--- src/rtl/ysyx_25060170_ifetch.sv ---
`default_nettype none
// ============================================================================
// Module   : ysyx_25060170_ifetch
// Brief    : Single-outstanding AXI-lite style instruction fetcher with redirect/kill.
// Revision : 1.0 - initial release
// ============================================================================
module ysyx_25060170_ifetch #(
   parameter logic [31:0] RESET_PC = 32'h8000_0000
) (
   input  logic        clock,
   input  logic        reset,
   input  logic        redirect,
   input  logic [31:0] redirect_pc,
   input  logic        core_ready,
   output logic        inst_valid,
   output logic [31:0] inst_o,
   output logic [31:0] pc_o,
   output logic        fetch_err,
   output logic [31:0] araddr,
   output logic        arvalid,
   input  logic        arready,
   input  logic [31:0] rdata,
   input  logic [1:0]  rresp,
   input  logic        rvalid,
   output logic        rready
);

   typedef enum logic [1:0] {
      IDLE = 2'd0,
      ADDR = 2'd1,
      DATA = 2'd2,
      HOLD = 2'd3
   } state_t;

   state_t      r_state;
   state_t      w_state_next;
   logic [31:0] r_pc;
   logic [31:0] w_pc_next;
   logic        r_kill;
   logic        w_kill_next;
   logic        w_capture;
   logic [31:0] r_araddr;
   logic [31:0] r_inst;
   logic [31:0] r_pc_o;
   logic        r_err;

   // Redirect always wins; in ADDR/DATA it only retargets pc and marks the
   // in-flight beat for discard, so the bus handshake is never disturbed.
   always_comb begin
      w_state_next = r_state;
      w_pc_next    = r_pc;
      w_kill_next  = r_kill;
      w_capture    = 1'b0;
      case (r_state)
         IDLE: begin
            w_state_next = ADDR;
            if (redirect) w_pc_next = redirect_pc;
         end
         ADDR: begin
            if (redirect) begin
               w_pc_next   = redirect_pc;
               w_kill_next = 1'b1;
            end
            if (arready) w_state_next = DATA;
         end
         DATA: begin
            if (redirect) begin
               w_pc_next   = redirect_pc;
               w_kill_next = 1'b1;
            end
            if (rvalid) begin
               w_kill_next = 1'b0;
               if (r_kill || redirect) begin
                  w_state_next = ADDR;
               end else begin
                  w_state_next = HOLD;
                  w_capture    = 1'b1;
               end
            end
         end
         HOLD: begin
            if (redirect) begin
               w_pc_next    = redirect_pc;
               w_state_next = ADDR;
            end else if (core_ready) begin
               w_pc_next    = r_pc + 32'd4;
               w_state_next = ADDR;
            end
         end
         default: w_state_next = IDLE;
      endcase
   end

   always_ff @(posedge clock or posedge reset) begin
      if (reset) begin
         r_state  <= IDLE;
         r_pc     <= RESET_PC;
         r_kill   <= 1'b0;
         r_araddr <= RESET_PC;
         r_inst   <= 32'd0;
         r_pc_o   <= 32'd0;
         r_err    <= 1'b0;
      end else begin
         r_state <= w_state_next;
         r_pc    <= w_pc_next;
         r_kill  <= w_kill_next;
         // araddr is latched only on entry to ADDR so it stays frozen until arready
         if (w_state_next == ADDR && r_state != ADDR) begin
            r_araddr <= w_pc_next;
         end
         if (w_capture) begin
            r_inst <= rdata;
            r_pc_o <= r_pc;
            r_err  <= |rresp;
         end
      end
   end

   assign arvalid    = (r_state == ADDR);
   assign rready     = (r_state == DATA);
   assign inst_valid = (r_state == HOLD);
   assign araddr     = r_araddr;
   assign inst_o     = r_inst;
   assign pc_o       = r_pc_o;
   assign fetch_err  = r_err;

endmodule
`default_nettype wire

--- config.mk ---
export PLATFORM = sky130hd
export DESIGN_NAME = ysyx_25060170_ifetch
export DESIGN_NICKNAME = d
export VERILOG_FILES = /design/src/rtl/ysyx_25060170_ifetch.sv
export SDC_FILE = /design/constraint.sdc
export NUM_CORES = 1
export LEC_CHECK = 0
export ABC_AREA = 1
export BUFFER_PORTS_ARGS = -buffer_cell sky130_fd_sc_hd__buf_2
export CAP_MARGIN = 20
export CORE_ASPECT_RATIO = 0.6
export CORE_MARGIN = 5
export CORE_UTILIZATION = 56
export CTS_BUF_LIST = sky130_fd_sc_hd__clkbuf_4 sky130_fd_sc_hd__clkbuf_8 sky130_fd_sc_hd__clkbuf_16
export DETAILED_ROUTE_END_ITERATION = 16
export PLACE_DENSITY = 0.93
export SKIP_CTS_REPAIR_TIMING = 1
export SYNTH_ARGS = -nofsm -noshare
export SYNTH_HDL_FRONTEND = slang
export SYNTH_SLANG_ARGS = --single-unit
export TNS_END_PERCENT = 20
--- constraint.sdc ---
create_clock -name clock -period 9.01 [get_ports clock]
set_input_delay 1.802 -clock clock [delete_from_list [all_inputs] [get_ports clock]]
set_output_delay 1.802 -clock clock [all_outputs]
set_load 0.02 [all_outputs]
Word-level counts from Yosys, hierarchy flattened

Cells that the tools add are included.

Bits in registers: 132
Input bits: 72
Output and inout bits: 100
Logic and storage cells: 35

Add/subtract/negate cells: 1
Equal/unequal tests: 5
Multiplexer cells: 16
Reductions and logical operators: 6

Operators with widths:

| kind                    | count |
|---|---|
| $mux W32                | 3 |
| $pmux W32 S2            | 1 |
| $add A32 B3 Y32 const B | 1 |
| $mux W2                 | 5 |
| $pmux W2 S4             | 1 |
| $mux W1                 | 5 |
| $eq A2 B1 Y1 const B    | 2 |
| $eq A2 B2 Y1 const B    | 2 |
| $reduce_or A3 Y1        | 1 |
| $logic_not A2 Y1        | 1 |
| $ne A2 B1 Y1 const B    | 1 |
| $pmux W1 S2             | 1 |
| $reduce_bool A2 Y1      | 1 |
| $reduce_or A2 Y1        | 1 |
| $logic_and A1 B1 Y1     | 1 |
| $logic_or A1 B1 Y1      | 1 |

Longest topological paths before layout

Depth after elaboration: 6
Mapped depth: 13
Mapped depth without buffers: 11

Worst setup path after synthesis

Ideal clock, no wire load.

Path kind: in2reg
Start point: input redirect
End point: register r_araddr[25], in the netlist araddr[25]
Setup time: 117 ps
Arrival: 2804 ps
Required time: 8893 ps
Slack: 6089 ps
Stages: 12
Buffers on the path: 2
Path through: buf_6 > inv_2 > buf_6 > nand3_4 > nor2_4 > nand3_1 > nor2_1 > nand2_1 > nand2_1 > nand2_1 > nand2_1 > nand2_1

Elaborated cells on any way between the ends: 10
Classes of those cells: 1 x eq/ne; 7 x mux; 2 x reduce/logical

RTL lines:

| item                               | line | text |
|---|---|---|
| from (decl)                        | 12   | `input logic redirect,` |
| $mux W32, on equally long branches | n/a  |  |
| $pmux W32 S2 *                     | 54   | `case (r_state)` |
| named net w_pc_next[25]            | 38   | `logic [31:0] w_pc_next;` |
| to (signal assigned)               | 109  | `r_araddr <= w_pc_next;` |
| to (decl)                          | 42   | `logic [31:0] r_araddr;` |

The timed path passes the listed nets; every way through them passes the cells marked *.
A chain may end at the register's enable or synchronous reset.

Final worst setup path

Start point: input redirect
End point: register r_araddr[16], in the netlist araddr[16]

Cells in the longest elaborated chain, start to end: 6
Elaborated cells on any way between the ends: 10
Classes of those cells: 1 x eq/ne; 7 x mux; 2 x reduce/logical

RTL lines:

| item                | line | text |
|---|---|---|
| $logic_or A1 B1 Y1  | 73   | `if (r_kill \|\| redirect) begin` |
| $mux W2             | 73   |  |
| $mux W2             | 71   | `if (rvalid) begin` |
| $pmux W2 S4         | 54   |  |
| $eq A2 B1 Y1        | 108  | `if (w_state_next == ADDR && r_state != ADDR) begin` |
| $logic_and A1 B1 Y1 | 108  |  |

Several ways; a longest one is shown, not always the timed one.

==> impl_metrics.toml <==
[sta]
hold_violations = 0
period_needed_ps = 4050
skew_ps = 8.94
relSlewSlack = 0.428
setup_violations = 0
worstMarginPinSlew_ps = 858
fmax_ghz = 0.247
fin_setup_tns_ps = 0
min_period_over_period = 0.449
rsz0062_at_grt = "no"
drv_slew = 0

[clock_network]
clkLatencyLatePin_ps = 420
cts-root-buf = "clkbuf_16"
clk_pin_slew_ps = 60
cts_buffer_depth = 2
clock_sinks = 132
cts_buffers = 17
h-tree-depth = 4
cts_tree = "done"

[placed_design]
place.gp.congestion = 0.934
numPortBuffers = 171
place_inst = 1038
dp_hpwl_um = 12100

[status]
status = "completed"

[floorplan]
design.die.area_um2 = 12900
die_x_um = 143
die_h_um = 90.1
placeableCoreArea_um2 = 10500
placementRows = 29
initial_utilization = 0.570
io_pins = 172

[logic_synthesis]
ys_warn_count = 0
ys_top_cells_by_count = "nand2_1, dfrtp_1, o21ai_0, inv_1, nor2_1"
synthCells = 750
synthArstFlopShare = 1.00
synth-main-ff-cell = "dfrtp_1"
netlist.area_leader.share = 0.544
syn_avg_cell_area_um2 = 7.98
yosysMostFrequentCell = "nand2_1"
yosys.area.top_type = "dfrtp_1"
ys_seq_area_frac = 0.553
synth_area_leaders = "dfrtp_1, nand2_1, o21ai_0"
synth_edf_count = 0
netlist_area_um2 = 5980
synth_nets = 828
ys_ff_latch = 132
ys_types = 31

[setup_path]
required_ps = 9370
crit_arrival_ps = 4400
end_kind = "flip-flop"
cp-start-kind = "input port"
cp_max_fo = 60
worst-r2r-cell-count = 9
worstSetupPathType = "in2reg"

[grt]
grt_use_total = 0.271
grt_pass1_wl_um = 27700
grt_overflow_total = 0
grt_start_max_net_pins = 74
antenna_found_initial = 0
grt_pass1_vias = 5449

[power_and_ir_drop]
p_leak_uw = 0.00425
ir_worst_vdd_mv = 0.218
p_per_area_nw_per_um2 = 328

[drt]
drcViolationCount = 0
via_count = 5634
initialDrtViolationCount = 464
postRouteAntennaNets = 0
routedWlPerCell_um = 16.1
drt-total-wl_um = 17300
first_pass_iters = 7
avgViaCountPerCell = 5.27

[finish]
instances_no_fill = 1070
num-fill-cells = 773
nets = 996
drive_gt1_frac = 0.245
n_antenna_cell = 0
syn_to_final_growth_pct = 26.2

[flow_run]
cap_violations = 0

[hold_path]
worst_hold_path_type = "reg2reg"
min_path_cells = 2
## layer usage
metal	share of wire	track usage	routed length, um
met5	0	0	0
met1	0.43	0.392	7340
met2	0.44	0.389	7620
met3	0.12	0.0891	2020
met4	0.016	0.0815	273
## sequential cells by signal (all words and copies together) (netlist names)
name / cells
araddr: 32
r_kill: 1
pc_o: 32
inst_o: 32
fetch_err: 1
r_state: 2
r_pc: 32
## worst max-delay path: stages
cell and delay, ps:
buf_2 80, buf_4 470, inv_2 250, nand2_4 160, nor2_1 60, o21ai_1 180, nand2_1 140, a21oi_2 670
buf_4 350, nand3_1 120, nand2_1 80
## placed cells by master, fill, tap and decap left out, drive strengths merged
master / count
nand2: 344
buf: 176
dfrtp: 130
o21ai: 80
inv: 65
nor2: 45
nand3: 25
clkbuf: 22
nand4: 8
a21oi: 8
nor3: 7
ha: 6
bufinv: 3
clkinv: 3
dfstp: 2
clkinvlp: 2
a21boi: 1
mux2: 1
o21a: 1
and2: 1
a31o: 1
## through the flow
step                area, um2  worst slack, ps  total power (uW)  hold slack (ps)   util
floorplan                5980             3690              1440              471      -
detailed placement       6920             4740              1740              453  0.660
global placement         6920             4870              1700              449  0.660
global route             7550             4740              2620              484  0.720
finish                   7550             4960              2480              465  0.720
CTS                      7550             5030              2480              468  0.720
## path summary, 6_finish.rpt
kind,start,end,slack (ps)
setup / recovery,redirect,araddr[16],4960
hold reg to reg,inst_o[7],inst_o[7],460
min in group asynchronous,reset,pc_o[23],1560
setup reg to reg,r_state[1],araddr[16],6310
hold / removal,inst_o[7],inst_o[7],460
max in group asynchronous,reset,inst_o[10],6110
## final cells by class
type / instances / area, um2 / area share
well taps: 139 / 174 / 0.0230
clock inverters: 10 / 145 / 0.0192
flip-flops and latches: 132 / 3310 / 0.438
clock buffers: 22 / 488 / 0.0646
inverters: 63 / 239 / 0.0316
multi-input cells: 528 / 2310 / 0.305
repair buffers: 176 / 893 / 0.118
## cells by family (layout without fill, tap and decap cells)
group	Yosys count	count (layout)	share of synthesized area
mux	1	1	0.00188
simple gates	430	430	0.292
fa+ha+maj	6	6	0.0125
buf+inv	90	271	0.0619
flops	132	132	0.553
compound gates	91	91	0.0789
## where the power goes
| part | total (uW) | switching [uW] | internal (uW) |
|---|---|---|---|
| Combinational | 851 | 595 | 256 |
| Sequential | 896 | 114 | 781 |
| Clock | 732 | 262 | 470 |
Note: power is estimated with default switching activity, not from simulation.
